File: src/rtl/regfile_wb_arbiter_pkg.sv
// Shared types and constants for the register-file write-back arbiter.
// Optional feature macro: RF_ARB_FIXED_PRIO_EN (fixed LSU priority instead of round-robin).
package regfile_wb_arbiter_pkg;

    localparam int DEF_DATA_W = 32;
    localparam int DEF_ADDR_W = 5;
    localparam int NUM_REGS   = 1 << DEF_ADDR_W;

    typedef enum logic {
        REQ_ALU = 1'b0,
        REQ_LSU = 1'b1
    } req_id_e;

endpackage

File: src/rtl/regfile_wb_arbiter_if.sv
// Valid/ready write-back request bundle for the ALU and LSU result paths.
// The slave modport faces the arbiter; the master modport faces the requesters.
interface regfile_wb_arbiter_if #(
    parameter int DATA_W = regfile_wb_arbiter_pkg::DEF_DATA_W,
    parameter int ADDR_W = regfile_wb_arbiter_pkg::DEF_ADDR_W
);

    logic              alu_valid;
    logic              alu_ready;
    logic [ADDR_W-1:0] alu_rd;
    logic [DATA_W-1:0] alu_data;

    logic              lsu_valid;
    logic              lsu_ready;
    logic [ADDR_W-1:0] lsu_rd;
    logic [DATA_W-1:0] lsu_data;

    modport slave (
        input  alu_valid, alu_rd, alu_data,
        input  lsu_valid, lsu_rd, lsu_data,
        output alu_ready, lsu_ready
    );

    modport master (
        output alu_valid, alu_rd, alu_data,
        output lsu_valid, lsu_rd, lsu_data,
        input  alu_ready, lsu_ready
    );

endinterface

File: src/rtl/regfile_wb_arbiter_rf_scoreboard.sv
// Pending-write scoreboard: one busy bit per architectural register plus
// the combinational RAW/WAW hazard lookup for the issuing instruction.
module rf_scoreboard #(
    parameter int ADDR_W = regfile_wb_arbiter_pkg::DEF_ADDR_W
) (
    input  logic              clk,
    input  logic              reset,
    input  logic              set_en,
    input  logic [ADDR_W-1:0] set_idx,
    input  logic              clr_en,
    input  logic [ADDR_W-1:0] clr_idx,
    input  logic [ADDR_W-1:0] rs1,
    input  logic [ADDR_W-1:0] rs2,
    input  logic [ADDR_W-1:0] rd,
    output logic              hazard
);

    localparam int NREG = 1 << ADDR_W;

    logic [NREG-1:0] busy_r;
    logic [NREG-1:0] busy_nxt_s;

    // Next busy vector: set has priority over a same-index clear; x0 never busy
    always_comb begin
        busy_nxt_s = busy_r;
        for (int i = 0; i < NREG; i++) begin
            busy_nxt_s[i] = (set_en && (set_idx == ADDR_W'(i))) |
                            (busy_r[i] & ~(clr_en && (clr_idx == ADDR_W'(i))));
        end
        busy_nxt_s[0] = 1'b0;
    end

    // Busy vector register
    always_ff @(posedge clk or posedge reset) begin
        if (reset) begin
            busy_r <= {NREG{1'b0}};
        end else begin
            busy_r <= busy_nxt_s;
        end
    end

    // Hazard lookup, evaluated every cycle regardless of issue_set
    always_comb begin
        hazard = busy_r[rs1] | busy_r[rs2] | busy_r[rd];
    end

endmodule

File: src/rtl/regfile_wb_arbiter.sv
// Write-back arbiter sharing the register-file write port between ALU and LSU.
// Define RF_ARB_FIXED_PRIO_EN for fixed LSU priority; default is round-robin.
module regfile_wb_arbiter
    import regfile_wb_arbiter_pkg::*;
#(
    parameter int DATA_W = DEF_DATA_W,
    parameter int ADDR_W = DEF_ADDR_W
) (
    input  logic                 clk,
    input  logic                 reset,
    regfile_wb_arbiter_if.slave  wb,
    input  logic                 issue_set,
    input  logic [ADDR_W-1:0]    issue_rd,
    input  logic [ADDR_W-1:0]    issue_rs1,
    input  logic [ADDR_W-1:0]    issue_rs2,
    output logic                 hazard,
    output logic                 rf_we,
    output logic [ADDR_W-1:0]    rf_rd,
    output logic [DATA_W-1:0]    rf_wdata
);

    logic              alu_grant_s;
    logic              lsu_grant_s;
    logic              hs_s;
    logic [ADDR_W-1:0] win_rd_s;
    logic [DATA_W-1:0] win_data_s;
    logic              issue_mark_s;

    logic              rf_we_r;
    logic [ADDR_W-1:0] rf_rd_r;
    logic [DATA_W-1:0] rf_wdata_r;

`ifdef RF_ARB_FIXED_PRIO_EN
    // Fixed priority grant: LSU always wins a tie
    always_comb begin
        alu_grant_s = 1'b0;
        lsu_grant_s = 1'b0;
        if (wb.lsu_valid) begin
            lsu_grant_s = 1'b1;
        end else if (wb.alu_valid) begin
            alu_grant_s = 1'b1;
        end else begin
            lsu_grant_s = 1'b0;
        end
    end
`else
    req_id_e last_r;

    // Round-robin grant: on a tie the requester that was not granted last wins
    always_comb begin
        alu_grant_s = 1'b0;
        lsu_grant_s = 1'b0;
        if (wb.alu_valid && wb.lsu_valid) begin
            case (last_r)
                REQ_ALU: lsu_grant_s = 1'b1;
                REQ_LSU: alu_grant_s = 1'b1;
                default: alu_grant_s = 1'b1;
            endcase
        end else if (wb.alu_valid) begin
            alu_grant_s = 1'b1;
        end else if (wb.lsu_valid) begin
            lsu_grant_s = 1'b1;
        end else begin
            alu_grant_s = 1'b0;
        end
    end

    // Most recently granted requester; resets to LSU so the ALU wins first tie
    always_ff @(posedge clk or posedge reset) begin
        if (reset) begin
            last_r <= REQ_LSU;
        end else if (alu_grant_s) begin
            last_r <= REQ_ALU;
        end else if (lsu_grant_s) begin
            last_r <= REQ_LSU;
        end else begin
            last_r <= last_r;
        end
    end
`endif

    // Winner selection feeding the write-port register
    always_comb begin
        hs_s = alu_grant_s | lsu_grant_s;
        if (alu_grant_s) begin
            win_rd_s   = wb.alu_rd;
            win_data_s = wb.alu_data;
        end else begin
            win_rd_s   = wb.lsu_rd;
            win_data_s = wb.lsu_data;
        end
    end

    // Registered write port; rd=0 handshakes are accepted but never write
    always_ff @(posedge clk or posedge reset) begin
        if (reset) begin
            rf_we_r    <= 1'b0;
            rf_rd_r    <= {ADDR_W{1'b0}};
            rf_wdata_r <= {DATA_W{1'b0}};
        end else if (hs_s) begin
            rf_we_r    <= (win_rd_s != {ADDR_W{1'b0}});
            rf_rd_r    <= win_rd_s;
            rf_wdata_r <= win_data_s;
        end else begin
            rf_we_r    <= 1'b0;
            rf_rd_r    <= rf_rd_r;
            rf_wdata_r <= rf_wdata_r;
        end
    end

    // Output drives and the issue-side mark request
    always_comb begin
        wb.alu_ready = alu_grant_s;
        wb.lsu_ready = lsu_grant_s;
        rf_we        = rf_we_r;
        rf_rd        = rf_rd_r;
        rf_wdata     = rf_wdata_r;
        issue_mark_s = issue_set && (issue_rd != {ADDR_W{1'b0}});
    end

    // Busy bits clear on the same edge the register file commits rf_rd
    rf_scoreboard #(
        .ADDR_W (ADDR_W)
    ) u_scoreboard (
        .clk     (clk),
        .reset   (reset),
        .set_en  (issue_mark_s),
        .set_idx (issue_rd),
        .clr_en  (rf_we_r),
        .clr_idx (rf_rd_r),
        .rs1     (issue_rs1),
        .rs2     (issue_rs2),
        .rd      (issue_rd),
        .hazard  (hazard)
    );

endmodule

File: src/flat_wrapper.sv
// flat-port wrapper written by rule: the top's interface ports become plain ports
module regfile_wb_arbiter_flat import regfile_wb_arbiter_pkg::*;
#(
    parameter int DATA_W = DEF_DATA_W,
    parameter int ADDR_W = DEF_ADDR_W
)
  (clk, reset, issue_set, issue_rd, issue_rs1, issue_rs2, hazard, rf_we, rf_rd, rf_wdata, wb_alu_valid, wb_alu_rd, wb_alu_data, wb_lsu_valid, wb_lsu_rd, wb_lsu_data, wb_alu_ready, wb_lsu_ready);
  regfile_wb_arbiter_if #(.DATA_W(DATA_W), .ADDR_W(ADDR_W)) wb_i ();
  input  logic clk;
  input  logic reset;
  input  logic issue_set;
  input  logic [ADDR_W-1:0] issue_rd;
  input  logic [ADDR_W-1:0] issue_rs1;
  input  logic [ADDR_W-1:0] issue_rs2;
  output logic hazard;
  output logic rf_we;
  output logic [ADDR_W-1:0] rf_rd;
  output logic [DATA_W-1:0] rf_wdata;
  input wire logic [$bits(wb_i.alu_valid)-1:0] wb_alu_valid;
  input wire logic [$bits(wb_i.alu_rd)-1:0] wb_alu_rd;
  input wire logic [$bits(wb_i.alu_data)-1:0] wb_alu_data;
  input wire logic [$bits(wb_i.lsu_valid)-1:0] wb_lsu_valid;
  input wire logic [$bits(wb_i.lsu_rd)-1:0] wb_lsu_rd;
  input wire logic [$bits(wb_i.lsu_data)-1:0] wb_lsu_data;
  output wire logic [$bits(wb_i.alu_ready)-1:0] wb_alu_ready;
  output wire logic [$bits(wb_i.lsu_ready)-1:0] wb_lsu_ready;
  assign wb_i.alu_valid = wb_alu_valid;
  assign wb_i.alu_rd = wb_alu_rd;
  assign wb_i.alu_data = wb_alu_data;
  assign wb_i.lsu_valid = wb_lsu_valid;
  assign wb_i.lsu_rd = wb_lsu_rd;
  assign wb_i.lsu_data = wb_lsu_data;
  assign wb_alu_ready = wb_i.alu_ready;
  assign wb_lsu_ready = wb_i.lsu_ready;
  regfile_wb_arbiter #(.DATA_W(DATA_W), .ADDR_W(ADDR_W)) u_core (.clk(clk), .reset(reset), .wb(wb_i), .issue_set(issue_set), .issue_rd(issue_rd), .issue_rs1(issue_rs1), .issue_rs2(issue_rs2), .hazard(hazard), .rf_we(rf_we), .rf_rd(rf_rd), .rf_wdata(rf_wdata));
endmodule
File: config.mk
export PLATFORM = sky130hd
export DESIGN_NAME = regfile_wb_arbiter_flat
export DESIGN_NICKNAME = d
export VERILOG_FILES = /design/src/rtl/regfile_wb_arbiter_pkg.sv /design/src/rtl/regfile_wb_arbiter_if.sv /design/src/rtl/regfile_wb_arbiter_rf_scoreboard.sv /design/src/rtl/regfile_wb_arbiter.sv /design/src/flat_wrapper.sv
export SDC_FILE = /design/constraint.sdc
export NUM_CORES = 1
export LEC_CHECK = 0
export ABC_AREA = 1
export CORE_ASPECT_RATIO = 0.7
export CORE_UTILIZATION = 30
export DETAILED_ROUTE_END_ITERATION = 8
export GPL_ROUTABILITY_DRIVEN = 0
export HOLD_SLACK_MARGIN = 0.15
export PLACE_DENSITY = 0.63
export RECOVER_POWER = 100
export SETUP_SLACK_MARGIN = 0.5
export SYNTH_ARGS = -nofsm -noshare
export SYNTH_HDL_FRONTEND = slang
export SYNTH_SLANG_ARGS = --single-unit
File: constraint.sdc
create_clock -name clk -period 2.1 [get_ports clk]
set_input_delay 0.42 -clock clk [delete_from_list [all_inputs] [get_ports clk]]
set_output_delay 0.42 -clock clk [all_outputs]
set_load 0.01 [all_outputs]
==> results of run 1 <==
final timing paths:
path,end,cells after the start,startpoint,slack (ns)
worst max-delay path,hazard,9,u_core.u_scoreboard.busy_r[27],0.12
worst min register to register,u_core.rf_wdata[16],2,u_core.rf_wdata[16],0.48
worst max register to register,u_core.rf_wdata[6],7,u_core.last_r,0.22
min in group asynchronous,u_core.rf_wdata[2],2,reset,0.59
max in group asynchronous,u_core.rf_wdata[14],3,reset,0.44
worst min-delay path,u_core.rf_wdata[16],2,u_core.rf_wdata[16],0.48
worst register-to-register path: stages (launching register included):
cell and delay [ns]:
dfstp_1 0.54, nand2_2 0.07, o21ai_1 0.34, clkbuf_16 0.27, buf_4 0.12, buf_4 0.10
mux2i_1 0.18, o21ai_0 0.09
synth_stat cells (all sizes together):
cell type / count / area share
buf: 17 / 0.028
nand3: 68 / 0.080
o21ai: 103 / 0.12
nand3b: 1 / 0.0018
nand4: 2 / 0.0030
clkbuf: 8 / 0.0071
o21a: 1 / 0.0018
dfstp: 1 / 0.0062
a21oi: 3 / 0.0035
clkinv: 1 / 0.00089
dfrtp: 69 / 0.41
o31ai: 2 / 0.0035
inv: 63 / 0.056
nand2: 193 / 0.17
mux2i: 33 / 0.078
nor2: 25 / 0.024
o211ai: 1 / 0.0018
flip-flops by register name (all words and copies together) (netlist names):
| name | flops |
|---|---|
| u_core.last_r | 1 |
| u_core.rf_rd | 5 |
| u_core.rf_wdata | 32 |
| u_core.rf_we | 1 |
| u_core.u_scoreboard.busy_r | 31 |
per-stage QoR:
| step | TNS, ns | power [mW] | area, µm² | cells | util |
|---|---|---|---|---|---|
| floorplan | 0 | 2.97 | 4280 | 591 | - |
| global route | -0.00386 | 5.76 | 6430 | 946 | 0.478 |
| finish | 0 | 5.42 | 6430 | 946 | 0.478 |
| CTS | 0 | 5.39 | 6360 | 940 | 0.473 |
| detailed placement | -1.83 | 3.81 | 6030 | 923 | 0.448 |
| global placement | -1.24 | 3.77 | 6030 | 923 | 0.448 |
placed cells by master, fill, tap and decap left out, types with 5 or more instances in the layout:
master and n:
inv_2 6, buf_6 5, dfrtp_1 69, buf_4 31
nand3_1 67, buf_2 5, nand2_1 186, nor2_1 19
o21ai_0 98, mux2i_1 31, o21ai_1 5, inv_1 53
dlygate4sd2_1 47, clkdlybuf4s50_1 78, clkbuf_16 11, nand2_2 7
power groups by stage:
stage / Sequential [mW] / Clock [mW] / Combinational [mW]
final: 2.09 / 1.59 / 1.73
after global routing: 2.12 / 1.69 / 1.95
after CTS: 2.08 / 1.63 / 1.68
after detailed placement: 2.10 / 0 / 1.71
after global placement: 2.10 / 0 / 1.67
after floorplan: 1.98 / 0 / 0.987
per-layer routing:
metal / vias to the layer above / GRT usage / wire length, µm
met5: - / 0 / 0
met4: 0 / 0.0671 / 243
li1: 2258 / - / -
met1: 2227 / 0.283 / 6580
met3: 27 / 0.0426 / 1140
met2: 205 / 0.323 / 6330
cells by family (layout without fill, tap and decap cells):
logic type / after synthesis / after routing / share of synthesized area
and+or+nand+nor: 289 / 289 / 0.281
buffers and inverters: 89 / 259 / 0.0917
AOI/OAI and AO/OA: 110 / 110 / 0.135
DFF: 70 / 70 / 0.414
muxes: 33 / 33 / 0.0781
final cells by class:
| cell class | count | area, µm² |
|---|---|---|
| fillers | 1313 | 7010 |
| multi-input cells | 432 | 2140 |
| flip-flops and latches | 70 | 1750 |
| repair buffers | 179 | 1730 |
| clock buffers | 13 | 280 |
| inverters | 64 | 256 |
| well taps | 185 | 231 |
| clock inverters | 3 | 40.0 |
timing repair:
action / in CTS / in global routing
hold endpoints to repair: 0 / 0
cloned: 1 / 2
pin swaps: 5 / 4
gates resized for setup: 101 / 16
setup buffers: 0 / 4
endpoints found under the setup margin: 86 / 27
==> results_dict.tcl, run 1 <==
set metrics [dict create \
    crit_chain "inv_1, nand2_1, nand3_1, nand3_1, nand3_1, nand3_1, nand2_1, nand3_2, buf_6" \
    fin_crit_ns 1.98 \
    dr.first_iter.drc_count 474 \
    period_share 0.941 \
    maxCapViolations 0 \
    vdd_drop_max_mv 0.491 \
    setup-violations-final 0 \
    path_delay_family "simple AND/OR/NAND/NOR gates" \
    antenna_found_initial 0 \
    drc 0 \
    num_rows 35 \
    path_buf_inv 2 \
    io_buffer_count 134 \
    grt_overflow 0 \
    cts-buffers-inserted 9 \
    seqPwrFrac 0.387 \
    powerDensity_nw_per_um2 842 \
    die_y_um 101 \
    avgSynthCellArea_um2 7.16 \
    switching_share 0.349 \
    cts_tree "built" \
    detail-route-antenna-nets 0 \
    core-area_um2 13400 \
    detailedPlace.worstSlack_ns -0.706 \
    p_switching_mw 1.89 \
    ctsRootBufferMaster "clkbuf_16" \
    yosys_warnings 0 \
    start_util 0.315 \
    wl_per_cell_um 15.1 \
    cts_sinks 70 \
    worstMarginPinSlew_ns 1.08 \
    area_delta_synth_final_pct 52.0 \
    worst_path_max_delay_cell "dfrtp_1" \
    crit_path_start_kind "register" \
    clkPwrFrac 0.294 \
    via_count 4717 \
    holdBufCountCts 0 \
    status "complete, no violations" \
    worst_hold_path_type "reg -> reg" \
    first_pass_iters 8 \
    hold_viol 0 \
    synth_cell_types 24 \
    drive_gt1_frac 0.124 \
    fin_nets 850 \
    grt_pass1_vias 4571 \
    clock_skew_ns 0.00567 \
    cp-end-kind "output pin" \
    cp_max_fo 3 \
    die_w_um 144 \
    grt_pass1_wl_um 23100 \
    required_ns 1.68 \
    p_int_mw 3.52 \
    max_freq_mhz 506 \
    hpwl_um 11000 \
    setup_ws_ns 0.124 \
    cellLeakagePower_nw 3.05 \
    worst_hold_slack_ns 0.475 \
    fp.dieArea_um2 14600 \
    synth_area_um2 4230 \
    relSlewSlack 0.279 \
    grt_start_max_net_pins 77 \
    ys_seq_area_frac 0.414 \
    rsz0062_at_grt "yes" \
    ios 135 \
    cp.arrival_ns 1.56 \
    cts_max_path_buffers 2 \
    synth.net_count 685 \
    grt_usage 0.206 \
    wirelength_um 14300 \
    ys_seq_elements 70 \
    synth_cells 591 \
    cpPeakStageDelay_ns 0.43 \
    path_clk_slew_ns 0.06 \
    via_per_inst 4.99 \
    path_common_cell "nand3_1" \
    insertedDiodeCount 0 \
    power_frac_comb 0.319 \
    clk_latency_ns 0.33 \
    slew_viol_final 0 \
    h-tree-depth 3 \
    crit_type "reg -> out" \
]
No activity file was read; power rests on OpenSTA's default activity.
==> run 2: changes to the inputs <==
- CORE_UTILIZATION: 30 -> 41
- PLACE_DENSITY: 0.63 -> 0.8
==> run 2 against run 1 <==
  * Total power fell by 1.7%
  * Non-clock buffer count rose by 13
  * Setup slack got worse by 0.057 ns
  * Register-to-register slack improved by 0.03 ns
  * Clock skew grew 0.0013 ns
  * Final cell count is 4.7% lower
  * Cell area decreased by 0.97%
  * Hold slack lost 0.0013 ns
  * Clock power is 13% lower
  * Highest routed layer unchanged
==> results_dict.tcl, run 2 (synthesis results as in run 1) <==
set metrics [dict create \
    fin_crit_ns 2.03 \
    cellLeakagePower_nw 3.06 \
    rsz0062_at_grt "yes" \
    die_y_um 87 \
    clk_latency_ns 0.33 \
    die_w_um 123 \
    status "complete, no violations" \
    fp.dieArea_um2 10700 \
    worst_hold_slack_ns 0.474 \
    path_clk_slew_ns 0.05 \
    ff2ff_setup_slack_ns 0.25 \
    dr.first_iter.drc_count 638 \
    final_common_cell "nand2_1" \
    fin_nets 864 \
    p_switching_mw 1.94 \
    grt_overflow 0 \
    antenna_found_initial 0 \
    detailedPlace.worstSlack_ns -0.727 \
    fin_util 0.645 \
    detail-route-antenna-nets 0 \
    setup-violations-final 0 \
    p_int_mw 3.38 \
    clock_skew_ns 0.00699 \
    cts-buffers-inserted 9 \
    cts_sinks 70 \
    ctsRootBufferMaster "clkbuf_16" \
    via_per_inst 5.48 \
    num_rows 30 \
    holdBufCountCts 0 \
    core-area_um2 9870 \
    grt_pass1_wl_um 23800 \
    slew_viol_final 0 \
    worstMarginPinSlew_ns 0.825 \
    cts_max_path_buffers 2 \
    layout_common_cells "nand2_1, o21ai_0, clkdlybuf4s50_1" \
    seqPwrFrac 0.397 \
    setup_ws_ns 0.0670 \
    rr_worst_depth 6 \
    start_util 0.429 \
    insertedDiodeCount 0 \
    first_pass_iters 7 \
    clkPwrFrac 0.259 \
    hold_viol 0 \
    largest_register_ffs 32 \
    wirelength_um 14800 \
    crit_end "hazard" \
    period_share 0.968 \
    regToRegStartpoint "u_core.last_r" \
    required_ns 1.68 \
    hp-start "u_core.rf_wdata[8]" \
    r2r_end "u_core.rf_wdata[30]" \
    cp.arrival_ns 1.61 \
    grt_pass1_vias 4912 \
    max_freq_mhz 492 \
    wl_per_cell_um 16.5 \
    h-tree-depth 3 \
    relSlewSlack 0.450 \
    drc 0 \
    area_delta_synth_final_pct 50.5 \
    worst_hold_path_type "reg -> reg" \
    hpwl_um 10800 \
    power_frac_comb 0.344 \
    ios 135 \
    drive_gt1_frac 0.151 \
    vdd_drop_max_mv 0.567 \
    switching_share 0.365 \
    io_buffer_count 134 \
    cp_max_fo 4 \
    maxCapViolations 0 \
    grt_usage 0.290 \
    grt_start_max_net_pins 61 \
    powerDensity_nw_per_um2 836 \
    cts_tree "built" \
    n_fill_cell 795 \
    power_mw 5.32 \
    crit_path_start_kind "register" \
    crit_type "reg -> out" \
    cp-startpoint "u_core.u_scoreboard.busy_r[18]" \
    cp-end-kind "output pin" \
    via_count 4947 \
]
run 2: cell types whose count changed in the layout (fill, tap and decap cells not counted), moves of 3 or more:
cell      previous run  this run
nand3_1             67        64
inv_1               53        45
nand3_2              1         4
buf_4               31        42
clkbuf_1             2         5
inv_2                6        15
buf_6                5        11
run 2: what timing repair did:
action | CTS | global route
pin swaps | 9 | 14
endpoints found under the setup margin | 71 | 22
gates resized for setup | 106 | 33
cloned | 2 | 0
buffers inserted | 9 | 6
run 2: worst min-delay path by stage:
stage | end | slack [ns] | depth (start not counted)
floorplan | u_core.last_r | 0.44 | 2
global placement | u_core.last_r | 0.45 | 2
detailed placement | u_core.last_r | 0.47 | 2
CTS | u_core.rf_wdata[7] | 0.39 | 2
global route | u_core.rf_wdata[10] | 0.51 | 2
finish | u_core.rf_wdata[8] | 0.47 | 2
run 2: layout make-up:
cell class | instances | area, µm² | area share
clock inverter | 1 | 5.00 | 0.000786
clock buffer | 14 | 264 | 0.0415
inverter | 64 | 251 | 0.0395
sequential | 70 | 1750 | 0.275
tap | 128 | 160 | 0.0252
multi-input combinational | 432 | 2150 | 0.338
timing repair inverter | 1 | 7.51 | 0.00118
timing repair buffer | 192 | 1770 | 0.278
run 2: worst max-delay path: stages, from the launching register on:
cell and delay [ns]:
dfrtp_1 0.42, buf_4 0.16, nand2_1 0.07, nand4_1 0.08, a21oi_1 0.19, nand2_1 0.11
nand2_2 0.08, nand3_2 0.06, buf_6 0.12
run 2: stage by stage:
stage	setup TNS [ns]	area (µm²)	std cells
final	0	6370	902
after detailed placement	-1.17	5960	870
after global placement	-0.726	5960	870
after floorplan	0	4280	591
after global routing	-0.0112	6370	902
after CTS	0	6300	896
run 2: routing by layer:
layer / vias to the layer above / share of wire / GRT usage
li1: 2281 / - / -
met1: 2282 / 0.39 / 0.366
met2: 317 / 0.46 / 0.465
met3: 67 / 0.11 / 0.0877
met4: 0 / 0.033 / 0.117
met5: - / 0 / 0
run 2: power groups by stage:
stage	clock (mW)	sequential [mW]	combinational [mW]
2_1_floorplan	0	1.98	0.987
3_3_place_gp	0	2.09	1.64
3_5_place_dp	0	2.09	1.71
4_1_cts	1.39	2.07	1.69
5_1_grt	1.46	2.14	2.04
6_report	1.38	2.11	1.83
